==> src/rtl/datamemory_arbiter.sv <==
// Two-port round-robin arbiter in front of a single-port data memory.
// Optional macro ADDR_RANGE_CHECK_EN blocks writes/reads at addr >= DEPTH and raises err_x.
module datamemory_arbiter #(
    parameter int ADDR_WIDTH = 32,
    parameter int DATA_WIDTH = 32,
    parameter int DEPTH      = 1024
) (
    input  logic                  clk,
    input  logic                  reset_n,
    input  logic                  req_a,
    input  logic                  we_a,
    input  logic [ADDR_WIDTH-1:0] addr_a,
    input  logic [DATA_WIDTH-1:0] wdata_a,
    output logic                  ack_a,
    output logic [DATA_WIDTH-1:0] rdata_a,
    output logic                  err_a,
    input  logic                  req_b,
    input  logic                  we_b,
    input  logic [ADDR_WIDTH-1:0] addr_b,
    input  logic [DATA_WIDTH-1:0] wdata_b,
    output logic                  ack_b,
    output logic [DATA_WIDTH-1:0] rdata_b,
    output logic                  err_b,
    output logic                  mem_regWE,
    output logic [ADDR_WIDTH-1:0] mem_Addr,
    output logic [DATA_WIDTH-1:0] mem_DataIn,
    input  logic [DATA_WIDTH-1:0] mem_DataOut
);

    // state  | meaning
    // IDLE   | no access in flight, arbitrate at next edge
    // BUSY_A | port A access driving the memory this cycle
    // BUSY_B | port B access driving the memory this cycle
    typedef enum logic [1:0] {
        IDLE   = 2'd0,
        BUSY_A = 2'd1,
        BUSY_B = 2'd2
    } state_t;

    state_t                  state_q;
    logic                    last_b_q;
    logic                    we_q;
    logic [ADDR_WIDTH-1:0]   addr_q;
    logic [DATA_WIDTH-1:0]   wdata_q;
    logic                    ack_a_q;
    logic                    ack_b_q;
    logic [DATA_WIDTH-1:0]   rdata_a_q;
    logic [DATA_WIDTH-1:0]   rdata_b_q;

    logic elig_a;
    logic elig_b;
    logic grant_a_d;
    logic grant_b_d;
    logic busy;
    logic addr_ok;

    // A request seen during its own ack cycle is the tail of the finished access.
    assign elig_a    = req_a && !ack_a_q;
    assign elig_b    = req_b && !ack_b_q;
    assign grant_a_d = elig_a && (!elig_b || last_b_q);
    assign grant_b_d = elig_b && !grant_a_d;

    assign busy = (state_q != IDLE);

`ifdef ADDR_RANGE_CHECK_EN
    logic err_a_q;
    logic err_b_q;
    assign addr_ok = (addr_q < ADDR_WIDTH'(DEPTH));
    assign err_a   = err_a_q;
    assign err_b   = err_b_q;
`else
    assign addr_ok = 1'b1;
    assign err_a   = 1'b0;
    assign err_b   = 1'b0;
`endif

    // Decoded from state so an async reset removes the write strobe at once.
    assign mem_regWE  = busy && we_q && addr_ok;
    assign mem_Addr   = busy ? addr_q  : '0;
    assign mem_DataIn = busy ? wdata_q : '0;

    assign ack_a   = ack_a_q;
    assign ack_b   = ack_b_q;
    assign rdata_a = rdata_a_q;
    assign rdata_b = rdata_b_q;

    always_ff @(posedge clk or negedge reset_n) begin
        if (!reset_n) begin
            state_q   <= IDLE;
            last_b_q  <= 1'b1;
            we_q      <= 1'b0;
            addr_q    <= '0;
            wdata_q   <= '0;
            ack_a_q   <= 1'b0;
            ack_b_q   <= 1'b0;
            rdata_a_q <= '0;
            rdata_b_q <= '0;
`ifdef ADDR_RANGE_CHECK_EN
            err_a_q   <= 1'b0;
            err_b_q   <= 1'b0;
`endif
        end else begin
            ack_a_q <= 1'b0;
            ack_b_q <= 1'b0;
`ifdef ADDR_RANGE_CHECK_EN
            err_a_q <= 1'b0;
            err_b_q <= 1'b0;
`endif
            case (state_q)
                IDLE: begin
                    if (grant_a_d) begin
                        state_q  <= BUSY_A;
                        last_b_q <= 1'b0;
                        we_q     <= we_a;
                        addr_q   <= addr_a;
                        wdata_q  <= wdata_a;
                    end else if (grant_b_d) begin
                        state_q  <= BUSY_B;
                        last_b_q <= 1'b1;
                        we_q     <= we_b;
                        addr_q   <= addr_b;
                        wdata_q  <= wdata_b;
                    end
                end
                BUSY_A: begin
                    ack_a_q <= 1'b1;
                    if (!we_q && addr_ok) rdata_a_q <= mem_DataOut;
`ifdef ADDR_RANGE_CHECK_EN
                    err_a_q <= !addr_ok;
`endif
                    state_q <= IDLE;
                end
                BUSY_B: begin
                    ack_b_q <= 1'b1;
                    if (!we_q && addr_ok) rdata_b_q <= mem_DataOut;
`ifdef ADDR_RANGE_CHECK_EN
                    err_b_q <= !addr_ok;
`endif
                    state_q <= IDLE;
                end
                default: state_q <= IDLE;
            endcase
        end
    end

endmodule
==> config.mk <==
export PLATFORM = sky130hd
export DESIGN_NAME = datamemory_arbiter
export DESIGN_NICKNAME = d
export VERILOG_FILES = /design/src/rtl/datamemory_arbiter.sv
export SDC_FILE = /design/constraint.sdc
export NUM_CORES = 1
export LEC_CHECK = 0
export ABC_AREA = 0
export ABC_CLOCK_PERIOD_IN_PS = 3700
export BUFFER_PORTS_ARGS = -buffer_cell sky130_fd_sc_hd__buf_2
export CAP_MARGIN = 20
export CELL_PAD_IN_SITES_DETAIL_PLACEMENT = 1
export CELL_PAD_IN_SITES_GLOBAL_PLACEMENT = 1
export CORE_ASPECT_RATIO = 0.7
export CORE_MARGIN = 1.5
export CORE_UTILIZATION = 40
export DETAILED_ROUTE_END_ITERATION = 8
export GPL_ROUTABILITY_DRIVEN = 1
export PLACE_DENSITY = 0.93
export SLEW_MARGIN = 20
export SYNTH_ARGS = -nofsm -noshare
export SYNTH_HDL_FRONTEND = slang
export SYNTH_SLANG_ARGS = --single-unit
export TNS_END_PERCENT = 30
==> constraint.sdc <==
create_clock -name clk -period 3.7 [get_ports clk]
set_clock_uncertainty 0.05 [all_clocks]
set_input_delay 0.555 -clock clk [delete_from_list [all_inputs] [get_ports clk]]
set_output_delay 0.555 -clock clk [all_outputs]
set_load 0.01 [all_outputs]
Word-level counts from Yosys, hierarchy flattened
Index checks and enable logic that the tools add are counted.
Word-level totals
  flip-flop bits (word level): 134
  bits of input ports: 166
Operators by class
  equality and inequality tests: 3
  muxes and demuxes: 15
  bitwise gates (word level): 1
  reduce and logical (&&, ||, !) cells: 16
Operators with widths (count)
  32-bit two-way mux: 6
  1-bit two-way mux: 6
  2-bit two-way mux: 3
  2-bit AND reduction: 3
  1-bit logical AND: 5
  1-bit zero test: 4
  2-bit nonzero test: 2
  3-bit != test, second input constant: 1
  2-bit by 1-bit equality test with 1-bit output, second input constant: 1
  2-bit equality test, second input constant: 1
  2-bit zero test: 1
  1-bit logical OR: 1
  1-bit inverter: 1

Depth between registers and ports, before layout
  depth in word-level cells: 10
  mapped depth: 6

Worst setup path before layout
Ideal clock, no wire load.
  path type: reg2out
  from: register state_q[1]
  to: output port mem_Addr[10]
  arrival: 1200 ps
  slack: 1895 ps
  cell stages (with the launch flop): 6
  path buffers: 3
  cells stage by stage: dfrtp_1 or2_0 buf_2 buf_2 clkbuf_1 and2_1
Between the ends
  longest elaborated chain between the ends: 2
Ends and longest elaborated chain
  from (decl): RTL line 40  | state_t state_q;
  from (signal assigned): RTL line 89  | state_q <= IDLE;
  from (signal assigned): RTL line 112  | state_q <= BUSY_A;
  from (signal assigned): RTL line 118  | state_q <= BUSY_B;
  2-bit nonzero test: RTL line 63  | assign busy = (state_q != IDLE);
  32-bit two-way mux: RTL line 79  | assign mem_Addr = busy ? addr_q : '0;
  to (decl): RTL line 25  | output logic [ADDR_WIDTH-1:0] mem_Addr,
Every way passes these cells.

Worst setup path after layout
  from: register state_q[1]
  to: output port mem_DataIn[28]
Between the ends
  longest elaborated chain between the ends: 2
Ends and longest elaborated chain
  2-bit nonzero test: RTL line 63
  32-bit two-way mux: RTL line 80  | assign mem_DataIn = busy ? wdata_q : '0;
  to (decl): RTL line 26  | output logic [DATA_WIDTH-1:0] mem_DataIn,
Every way passes these cells.

==> results.md <==
- Post-CTS Setup Inserts: 0
- Initial antenna violation count: 1
- Startpoint types: register
- Core area: between 15000 and 20000 µm²
- Die Height: approximately 120 µm
- P&R area growth vs syn: 29.47%
- Critical Path RT: 3.09 ns
- Power Density: a little under 1000 nW/µm²
- Routability cong.: about 0.78
- Yosys warnings: 0
- Layout filler cell count: 1966
- Vias: roughly 6200
- H-tree Lvls: 4
- First-pass GRT wire length: approximately 36000 µm
- CP cell instances: or2_4 -> buf_4 -> and2_1 -> buf_2
- Slew @ Worst Pin: roughly 1.0 ns
- Fmax: between 300 and 400 MHz
- Fin. max-slew vios: 0
- DIE AREA: roughly 19000 µm²
- Die W: ~170 µm
- Seq. cell area: between 3000 and 4000 µm²
- Vias per cell: roughly 5.6
- Port Buffers: 296
- RSZ-0062 raised after global routing: false
- Root Buffer: clkbuf_16
- Hpwl dp: 15840 µm
- Num ports: roughly 300
- Nets: around 1000
- Pwr Total: 9.221 mW
- Clk slew on worst S/H paths: roughly 0.070 ns
- Pin count of the biggest net entering global routing: 134
- Drc violations: 0
- Pre-Repair DR Iteration Count: 5
- Crit-path max cell delay: 0.69 ns
- Initial core utilization: 40.88%
- Crit Path Class: register to output pin
- Share of post-route cells with drive strength above 1: around 52%
- Post-synthesis cell count: ~620
- Final Setup Violations: 0
- Final wirelength: approximately 24000 µm
- Synthesized area: 7361 µm²
- DRT iter0 DRCs: roughly 380
- Post-synth cell types: 28
- Critical Path AT: 2.20 ns
- Final setup TNS: 0 ns
- Leakage: approximately 4.5 nW
- PostCTS Resize Cnt: 0
- Tcrit/Tclk final: approximately 76%
- CP endpoint kind: output pin
- Total Routing Usage GR: 24.53%
- Status: completed
- Total CTS buffers: 17
- Mean post-synth cell area: 11.83 µm²
- Hold_buf cts: 0
- Minimum clock period: 2.803 ns
- ANT cells: 0
- Longest Clk Path Bufs: 2
- DRT antenna net count: 0
- Register area share after synthesis: 45.57%
- Vias in the first global route: 6587
- Worst hold-check path type: input pin to asynchronous set/reset pin
- CP max-delay cell: or2_4
- Worst skew pair latency: 0.40 ns
- Largest fanout on the critical path: 67
- Grt ovf: 0
- Max_cap viols: 0
- Maximum vdd drop: around 0.00046 V
- Multi-input logic area: between 3000 and 4000 µm²
- CTS tree: done
- Yosys reg bits: roughly 130
- Routed len/inst: 21.28 µm
- Std-Cell Rows: a little over 40
- Final hold viol count: 0
- CTS sink count: 134
- Slew headroom: around 32%
## critical path, delay by kind of cell, from the launching register on
kind / cells / cell delay, ns
buf+inv: 2 / 0.56
flops: 1 / 0.35
simple gates: 2 / 0.87
## layout make-up
| cell class | instances | area share, % |
|---|---|---|
| Multi-Input combinational cell | 406 | 38.07 |
| Clock inverter | 14 | 2.245 |
| Clock buffer | 17 | 4.464 |
| Timing Repair Buffer | 307 | 16.87 |
| Inverter | 1 | 0.03939 |
| Sequential cell | 134 | 35.21 |
| Tap cell | 236 | 3.098 |
## routing by layer
metal | vias up | part of all wire [%] | global-route usage [%]
met5 | - | 0.055 | 0
met4 | 2 | 1.7 | 8.408
met3 | 30 | 5.9 | 5.185
met2 | 234 | 48 | 40.70
met1 | 3094 | 44 | 31.99
li1 | 2842 | - | -
## placed cells by master (no fill, tap or decap), types with 3 or more instances in the layout
cell type / synthesis / final
buf_2: 20 / 295
dfrtp_1: 133 / 132
and2_1: 65 / 65
and3b_1: 65 / 65
a2bb2oi_1: 65 / 65
mux2_2: 61 / 61
o21ai_0: 57 / 57
a221oi_2: 50 / 50
clkbuf_16: 0 / 17
a221oi_1: 15 / 15
o21ai_1: 8 / 8
buf_4: 15 / 8
inv_6: 0 / 5
bufinv_16: 0 / 4
mux2_1: 3 / 3
inv_8: 0 / 3
buf_12: 0 / 3
## metrics by stage
| stage | cell area [µm²] | cells | setup WS, ns | utilization, % | hold slack [ns] |
|---|---|---|---|---|---|
| 2_1_floorplan | 7365 | 623 | 1.895 | - | 0.2094 |
| 3_3_place_gp | 8891 | 1084 | 1.251 | 49.38 | 0.4049 |
| 3_5_place_dp | 8891 | 1084 | 1.258 | 49.38 | 0.4259 |
| 4_1_cts | 9530 | 1115 | 0.8729 | 52.93 | 0.1399 |
| 5_1_grt | 9530 | 1115 | 0.7753 | 52.93 | 0.1616 |
| 6_report | 9530 | 1115 | 0.8971 | 52.93 | 0.1179 |
## power breakdown
group / switching (mW) / internal, mW / total [mW]
clock network: 0.706 / 1.15 / 1.86
registers: 0.435 / 2.23 / 2.67
logic: 2.47 / 2.23 / 4.69
total: 3.61 / 5.61 / 9.22
## logic make-up (layout without fill, tap and decap cells)
logic type	after synthesis	count (layout)	share of synthesized area, %
AO/OA/AOI/OAI	198	198	24.38
buffers and inverters	83	339	5.898
flip-flops	134	134	45.57
multiplexers	64	64	9.791
other	1	2	0.05095
AND/OR/NAND/NOR	142	142	14.31
## state kept, by name, indices dropped and copies added (netlist names)
name      cells
addr_q       32
rdata_a      32
rdata_b      32
wdata_q      32
state_q       2
ack_a         1
ack_b         1
last_b_q      1
we_q          1
## synthesized netlist by cell type
master	instances	area share (%)
a21o_1	1	0.10
a21oi_1	2	0.14
a221oi_1	15	1.8
a221oi_2	50	10
a2bb2oi_1	65	7.7
and2_1	65	5.5
and3b_1	65	7.7
buf_1	3	0.15
buf_2	20	1.4
buf_4	15	1.5
buf_6	5	0.76
clkbuf_1	36	1.8
clkbuf_2	3	0.20
conb_1	1	0.051
dfrtp_1	133	45
dfstp_2	1	0.36
inv_1	1	0.051
mux2_1	3	0.46
mux2_2	61	9.3
nand2b_1	2	0.17
nor2_1	2	0.10
nor2b_1	4	0.34
nor3_1	1	0.068
nor3b_2	1	0.17
o21ai_0	57	3.9
o21ai_1	8	0.54
or2_0	1	0.085
or3b_1	1	0.12
## worst paths after layout
path | slack (ns) | endpoint | depth (start not counted) | startpoint
setup / recovery | 0.90 | mem_DataIn[28] | 4 | state_q[1]
hold / removal | 0.12 | wdata_q[12] | 1 | reset_n
setup reg to reg | 1.38 | wdata_q[16] | 4 | ack_b
hold reg to reg | 0.41 | ack_b | 1 | state_q[0]
max in group asynchronous | 2.68 | rdata_b[31] | 2 | reset_n
min in group clk | 0.33 | rdata_b[9] | 2 | mem_DataOut[9]
(Power assumes the default switching activity.)
